**config.mk**
```make
export PLATFORM = sky130hd
export DESIGN_NAME = mem_port_arbiter
export DESIGN_NICKNAME = d
export VERILOG_FILES = /design/src/rtl/mem_port_arbiter_pkg.sv /design/src/rtl/mem_port_prio_sel.sv /design/src/rtl/mem_port_arbiter.sv
export SDC_FILE = /design/constraint.sdc
export NUM_CORES = 1
export LEC_CHECK = 0
export ABC_AREA = 1
export CAP_MARGIN = 20
export CORE_AREA = 2 2 80 82
export DETAILED_ROUTE_END_ITERATION = 8
export DIE_AREA = 0 0 82 84
export GPL_TIMING_DRIVEN = 0
export PLACE_DENSITY = 0.75
export RECOVER_POWER = 50
export SLEW_MARGIN = 20
export SYNTH_ARGS = -nofsm -noshare
export SYNTH_HDL_FRONTEND = slang
export SYNTH_SLANG_ARGS = --single-unit
```
**constraint.sdc**
```tcl
create_clock -name clk -period 1.3 [get_ports clk]
set_input_delay 0.26 -clock clk [delete_from_list [all_inputs] [get_ports clk]]
set_output_delay 0.26 -clock clk [all_outputs]
set_load 0.01 [all_outputs]
```
**src/rtl/mem_port_arbiter_pkg.sv**
```systemverilog
// Shared requester IDs and FSM state encoding for the data-memory port arbiter.
package mem_port_arbiter_pkg;

  typedef logic [1:0] req_id_t;

  localparam req_id_t REQ_HOST = 2'd0;
  localparam req_id_t REQ_DMEM = 2'd1;
  localparam req_id_t REQ_IMEM = 2'd2;
  localparam req_id_t REQ_NONE = 2'd3;

  typedef enum logic {
    ST_RUN  = 1'b0,
    ST_HOST = 1'b1
  } state_e;

endpackage

```
**src/rtl/mem_port_prio_sel.sv**
```systemverilog
// Combinational winner select: host > dmem > imem in RUN, host only in HOST.
// A raised starve flag lifts imem above dmem but never above the host.
module mem_port_prio_sel
  import mem_port_arbiter_pkg::*;
(
  input  state_e  state,
  input  logic    host_req,
  input  logic    dmem_req,
  input  logic    imem_req,
  input  logic    starve,
  output req_id_t winner
);

  always_comb begin
    winner = REQ_NONE;
    if (host_req) begin
      winner = REQ_HOST;
    end else if (state == ST_RUN) begin
      if (imem_req && starve) begin
        winner = REQ_IMEM;
      end else if (dmem_req) begin
        winner = REQ_DMEM;
      end else if (imem_req) begin
        winner = REQ_IMEM;
      end
    end
  end

endmodule

```
**src/rtl/mem_port_arbiter.sv**
```systemverilog
// Single-port data memory arbiter (host/dmem/imem): same-cycle grant, read data one cycle later.
// Losers see stall_o until granted; host lock excludes the pipeline. ARB_STARVE_GUARD_EN adds fetch anti-starvation.
module mem_port_arbiter
  import mem_port_arbiter_pkg::*;
#(
  parameter int WORD       = 32,
  parameter int ADDR       = 8,
  parameter int STARVE_MAX = 4
) (
  input  logic            clk,
  input  logic            reset,
  input  logic            host_req,
  input  logic            host_we,
  input  logic            host_lock,
  input  logic [ADDR-1:0] host_addr,
  input  logic [WORD-1:0] host_wdata,
  output logic            host_gnt,
  output logic            host_rvalid,
  input  logic            dmem_req,
  input  logic            dmem_we,
  input  logic [ADDR-1:0] dmem_addr,
  input  logic [WORD-1:0] dmem_wdata,
  output logic            dmem_gnt,
  output logic            dmem_rvalid,
  input  logic            imem_req,
  input  logic [ADDR-1:0] imem_addr,
  output logic            imem_gnt,
  output logic            imem_rvalid,
  output logic [WORD-1:0] rdata,
  output logic            mem_en,
  output logic            mem_we,
  output logic [ADDR-1:0] mem_addr,
  output logic [WORD-1:0] mem_wdata,
  input  logic [WORD-1:0] mem_rdata,
  output logic            stall_o,
  output logic            locked
);

  if (STARVE_MAX < 1) begin : g_starve_max_check
    $error("STARVE_MAX must be at least 1");
  end

  state_e  state, state_nxt;
  req_id_t winner;
  logic    starve;

  mem_port_prio_sel u_prio_sel (
    .state    (state),
    .host_req (host_req),
    .dmem_req (dmem_req),
    .imem_req (imem_req),
    .starve   (starve),
    .winner   (winner)
  );

  always_ff @(posedge clk) begin
    if (!reset) state <= ST_RUN;
    else        state <= state_nxt;
  end

  // Grants are computed first because the lock transition depends on host_gnt.
  always_comb begin
    host_gnt  = 1'b0;
    dmem_gnt  = 1'b0;
    imem_gnt  = 1'b0;
    state_nxt = state;
    if (reset) begin
      host_gnt = (winner == REQ_HOST);
      dmem_gnt = (winner == REQ_DMEM);
      imem_gnt = (winner == REQ_IMEM);
    end
    case (state)
      ST_RUN:  if (host_gnt && host_lock) state_nxt = ST_HOST;
      ST_HOST: if (!host_lock) state_nxt = ST_RUN;
      default: state_nxt = ST_RUN;
    endcase
  end

  always_comb begin
    mem_en    = 1'b0;
    mem_we    = 1'b0;
    mem_addr  = '0;
    mem_wdata = '0;
    if (host_gnt) begin
      mem_en    = 1'b1;
      mem_we    = host_we;
      mem_addr  = host_addr;
      mem_wdata = host_wdata;
    end else if (dmem_gnt) begin
      mem_en    = 1'b1;
      mem_we    = dmem_we;
      mem_addr  = dmem_addr;
      mem_wdata = dmem_wdata;
    end else if (imem_gnt) begin
      mem_en    = 1'b1;
      mem_addr  = imem_addr;
    end
  end

  always_ff @(posedge clk) begin
    if (!reset) begin
      host_rvalid <= 1'b0;
      dmem_rvalid <= 1'b0;
      imem_rvalid <= 1'b0;
    end else begin
      host_rvalid <= host_gnt & ~host_we;
      dmem_rvalid <= dmem_gnt & ~dmem_we;
      imem_rvalid <= imem_gnt;
    end
  end

`ifdef ARB_STARVE_GUARD_EN
  localparam int STARVE_CW = $clog2(STARVE_MAX + 1);
  logic [STARVE_CW-1:0] starve_cnt;

  // Saturates at STARVE_MAX; host-lock cycles hold the count rather than add to it.
  always_ff @(posedge clk) begin
    if (!reset || !imem_req || imem_gnt) begin
      starve_cnt <= '0;
    end else if (state == ST_RUN && starve_cnt != STARVE_CW'(STARVE_MAX)) begin
      starve_cnt <= starve_cnt + STARVE_CW'(1);
    end
  end

  assign starve = (state == ST_RUN) && (starve_cnt == STARVE_CW'(STARVE_MAX));
`else
  assign starve = 1'b0;
`endif

  assign rdata   = (host_rvalid | dmem_rvalid | imem_rvalid) ? mem_rdata : '0;
  assign locked  = (state == ST_HOST);
  assign stall_o = ~reset | (dmem_req & ~dmem_gnt) | (imem_req & ~imem_gnt) | locked;

endmodule
```
# ---- Word level (Yosys, flattened, before mapping)
# Cells that the tools add are included.
dict set report op_classes {
  eq_ne 2
  n_mux 21
  bitwise 15
  reduce_logical 2
}
# cell count
set op_table {}
lappend op_table {{2-to-1 mux 32 bit} 3}
lappend op_table {{2-to-1 mux 8 bit} 3}
lappend op_table {{2-to-1 mux 1 bit} 11}
lappend op_table {{2-to-1 mux 2 bit} 3}
lappend op_table {{NOT 1 bit} 6}
lappend op_table {{OR 1 bit} 5}
lappend op_table {{AND 1 bit} 4}
lappend op_table {{equality test 2 x 1 -> 1 bit (second input constant)} 1}
lappend op_table {{equality test 2 bit (second input constant)} 1}
lappend op_table {{logical NOT 2 bit} 1}
lappend op_table {{one-hot mux 1 bit (2 select lines)} 1}
lappend op_table {{logical AND 1 bit} 1}
dict set report totals {
  word_cells 44
  out_inout_bits 82
  register_bits 4
}

# ---- Depth between registers and ports, before layout
dict set report depth {
  word_depth 11
  ltp_mapped 6
  mapped_depth_nobuf 5
}

# ---- Cells and area by module
# Synthesis repeated with hierarchy kept, for this count alone.
dict set report hier_totals {
  hier_cells 245
  hier_area_um2 1167.4
}
# module seq_area_each_um2 instances area_each_um2 cells_each
set by_module_without_submodules {}
lappend by_module_without_submodules {mem_port_arbiter 80.1 1 1131.1 236}
lappend by_module_without_submodules {mem_port_prio_sel 0.0 1 36.3 9}

# ---- Worst setup path before layout
# OpenSTA, ideal clock, no wires.
dict set report synth_path {
  path_type {flip-flop to output port}
  from {register state (netlist: locked)}
  to {output mem_addr[3]}
  slack_ns 0.067
  path_buffers 1
  arrival_time_ns 0.973
  path_stages_with_launch 7
  cell_sequence {dfxtp_1 inv_1 nand2_1 nor2_4 buf_6 nand2_1 nand3_1}
}
dict set report synth_via {
  elab_chain_cells 7
  elab_cells_between_ends 11
  classes_between {eq/ne: 2; mux: 8; reduce/logical: 1}
}
# element line
set synth_lines {}
lappend synth_lines {{from (decl)} mem_port_arbiter.sv:43} ;# state_e state, state_nxt;
lappend synth_lines {{from (signal assigned)} mem_port_arbiter.sv:58} ;# else state <= state_nxt;
lappend synth_lines {{2-to-1 mux 2 bit *} mem_port_prio_sel.sv:18} ;# end else if (state == ST_RUN) begin
lappend synth_lines {{2-to-1 mux 2 bit *} mem_port_prio_sel.sv:16} ;# if (host_req) begin
lappend synth_lines {{equality test 2 bit} mem_port_arbiter.sv:70} ;# imem_gnt = (winner == REQ_IMEM);
lappend synth_lines {{2-to-1 mux 1 bit} mem_port_arbiter.sv:67} ;# if (reset) begin
lappend synth_lines {{2-to-1 mux 8 bit} mem_port_arbiter.sv:94} ;# end else if (imem_gnt) begin
lappend synth_lines {{2-to-1 mux 8 bit} mem_port_arbiter.sv:89} ;# end else if (dmem_gnt) begin
lappend synth_lines {{2-to-1 mux 8 bit *} mem_port_arbiter.sv:84} ;# if (host_gnt) begin
lappend synth_lines {{to (decl)} mem_port_arbiter.sv:32} ;# output logic [ADDR-1:0] mem_addr,
# Mark *: on every way between the ends. The rest lies on a longest branch, timed or not.

# ---- Final worst setup path
dict set report layout_path {
  from {register dmem_rvalid}
  to {output rdata[7]}
}
dict set report layout_via {
  elab_chain_cells 3
}
# element line
set layout_lines {}
lappend layout_lines {{from (decl)} mem_port_arbiter.sv:24} ;# output logic dmem_rvalid,
lappend layout_lines {{from (signal assigned)} mem_port_arbiter.sv:107} ;# dmem_rvalid <= dmem_gnt & ~dmem_we;
lappend layout_lines {{OR 1 bit (2 in series)} mem_port_arbiter.sv:130} ;# assign rdata = (host_rvalid | dmem_rvalid | imem_rvalid) ? mem_rdata : '0;
lappend layout_lines {{2-to-1 mux 32 bit} mem_port_arbiter.sv:130}
lappend layout_lines {{to (decl)} mem_port_arbiter.sv:29} ;# output logic [WORD-1:0] rdata,
# No other way between the ends.

==> qor.yml <==
multiInputGateArea_sq_um: 1060
crit_path_max_incr_delay_ns: 0.32
grt_usage_pct: 18.2
grt_pass1_wl_um: 10100
slowest_stage: "dfxtp_2"
rsz0062_at_grt: "true"
clk_path_buf_depth: 2
max_slew_margin_pct: 86.8
place_inst: 520
worstHoldEndpoint: "locked"
fin_nets: 608
cts_made_buffers: 3
rrSetupSlack_ns: 0.32
reg2reg_from: "locked"
dpl.hpwl_um: 5140
finClkSkew_ns: 0.000347
drtPass1Iterations: 4
io_pins: 210
outcome: "finished, violations left"
drive_gt1_share_pct: 46.4
endpoint_kind: "primary output"
crit_top_cell: "buf_6"
setup_violations: 77
final-hold-violation-count: 0
critPathArrivalTime_ns: 1.31
hold_start: "reset"
core_sq_um: 6100
initialDrtViolationCount: 28
placement.cell_area_sq_um: 3230
area_delta_synth_final_pct: 260
dieWidth_um: 82
rows: 29
place_congestion: 0.726
hold_path.class: "input pin to flip-flop"
dieArea_sq_um: 6890
hold_slack_ns: 0.310
cp_max_fo: 5
drv_slew: 0
h-tree-depth: 1
period_needed_ns: 1.57
synth_area_sq_um: 1050
worstSetupStartpoint: "dmem_rvalid"
cp_cell_sequence: "nor3_4 -> buf_6 -> buf_6 -> buf_6 -> nor2_2 -> buf_2"
antenna_left: 0
violations: "setup timing"
clock-sinks: 4
clkTransAtPathRegs_ns: 0.03
n_antenna_cell: 0
vias_per_cell: 4.15
yosys_warnings: 0
grt_pass1_vias: 2226
r2r_cells: 5
grt_antenna_before_repair: 0
num_vias: 2304
die_y_um: 84
syn_avg_cell_area_sq_um: 4.49
max-vdd-ir-drop_v: 0.000324
ctsHoldBuffers: 0
fin_cells: 555
hold_depth: 3
yosysSeqAreaShare_pct: 7.59
clock_latency_ns: 0.21
r2r-end: "locked"
clockRootBuffer: "clkbuf_8"
routed_wl_um: 7040
initial_core_util_pct: 17.3
power.leakage_nw: 2.01
drt-wirelength-per-cell_um: 12.7
post_synth_num_cell_types: 16
grt_max_degree: 11
drc_errors: 0
max_freq_ghz: 0.636
grt_overflow: 0
start_kind: "flip-flop"
cp.required_ns: 1.04
worst_pin_slew_ns: 0.197
path_class: "flip-flop to primary output"
tritoncts: "built"
portBuffers: 208
period_share_pct: 121
netlist_instances: 235
synthesis.nets: 363
cap_violations: 0
synth_seq_cells: 4
fin_ws_ns: -0.273
layout.cell_area.non_filler_sq_um: 3800
power.density_nw_per_um2: 409
regArea_sq_um: 87.6
nFillCells: 551
==> critical path, delay by kind of cell (launching register included) <==
kind / cells / cell delay [ns]
flip-flops: 1 / 0.32
buffers and inverters: 4 / 0.54
AND/OR/NAND/NOR: 2 / 0.24
==> state kept, by name, summed over array words and instances (netlist names) <==
register	cells
dmem_rvalid	1
host_rvalid	1
imem_rvalid	1
locked	1
==> power by group <==
| group | total (mW) | leakage, nW | switching, mW | internal, mW |
|---|---|---|---|---|
| registers | 0.132 | 0.0347 | 0.00429 | 0.128 |
| clock network | 0.255 | 0.0216 | 0.0582 | 0.197 |
| logic | 1.17 | 1.96 | 0.457 | 0.711 |
| total | 1.55 | 2.01 | 0.519 | 1.04 |
==> cells in the mapped netlist, drive strengths merged <==
cell type / number / area [sq um]
nor3: 1 / 10.0
a21oi: 1 / 5.00
nor2: 38 / 158
nand3: 10 / 60.1
nand4: 8 / 50.1
inv: 38 / 143
buf: 12 / 85.1
clkinv: 1 / 3.75
nand2: 122 / 460
dfxtp: 4 / 80.1
==> worst max-delay path by stage <==
| stage | to | slack (ns) | depth (start not counted) |
|---|---|---|---|
| after floorplan | mem_addr[3] | 0.07 | 6 |
| after global placement | mem_addr[4] | -1.04 | 7 |
| after detailed placement | mem_addr[4] | -1.08 | 7 |
| after CTS | mem_wdata[4] | -0.33 | 9 |
| after global routing | mem_wdata[25] | -0.33 | 8 |
| final | rdata[7] | -0.27 | 6 |
==> metal layers <==
| layer | vias to the layer above | wire length [um] | share of wire, % | GRT usage [%] |
|---|---|---|---|---|
| li1 | 1174 | - | - | - |
| met1 | 995 | 2470 | 35 | 18.4 |
| met2 | 121 | 3670 | 52 | 35.2 |
| met3 | 14 | 752 | 11 | 5.09 |
| met4 | 0 | 155 | 2.2 | 4.70 |
| met5 | - | 0 | 0 | 0 |
==> timing repair <==
| item | 4_1_cts | 5_1_grt |
|---|---|---|
| buffers inserted | 23 | 3 |
| hold endpoints to repair | 0 | 0 |
| endpoints found under the setup margin | 84 | 77 |
| pin swaps | 8 | 19 |
| gates resized for setup | 388 | 133 |
| gates cloned | 7 | 1 |
==> cell families after synthesis <==
group / share of synthesized area [%]
flip-flops: 7.59
AND/OR/NAND/NOR: 70.0
AO/OA/AOI/OAI: 0.474
buffers and inverters: 21.9
==> through the flow <==
stage / setup TNS, ns / utilization (%) / worst slack (ns) / total power, mW
6_report: -15.33 / 62.4 / -0.273 / 1.55
3_5_place_dp: -58.04 / 53.0 / -1.08 / 1.11
5_1_grt: -20.04 / 62.4 / -0.332 / 1.66
4_1_cts: -16.21 / 55.0 / -0.332 / 1.40
2_1_floorplan: 0 / - / 0.0675 / 0.408
3_3_place_gp: -56.63 / 53.0 / -1.04 / 1.10
==> cells in the final DEF, fill, tap and decap left out <==
master and n:
nand3_1 4, dlygate4sd3_1 1, dfxtp_2 3, nand4_1 8, nor2_2 15, nand3_2 6
nor3_4 1, clkdlybuf4s50_1 122, buf_2 47, clkinv_4 1, nand2_1 74, buf_6 62
nand2_4 4, dfxtp_4 1, buf_4 9, clkdlybuf4s15_1 1, buf_8 6, nand2_2 44
inv_2 3, a21oi_1 1, inv_1 35, nor2_4 17, clkbuf_8 3, dlygate4sd2_1 4
nor2_1 6
==> layout make-up <==
| cell class | count | share of cell area [%] |
|---|---|---|
| multi-input combinational | 180 | 27.8 |
| timing repair buffer | 240 | 58.9 |
| tap | 77 | 2.53 |
| buffer | 12 | 3.39 |
| sequential | 4 | 2.30 |
| inverter | 39 | 3.98 |
| clock buffer | 3 | 1.09 |
Note: power is estimated with default switching activity, not from simulation.
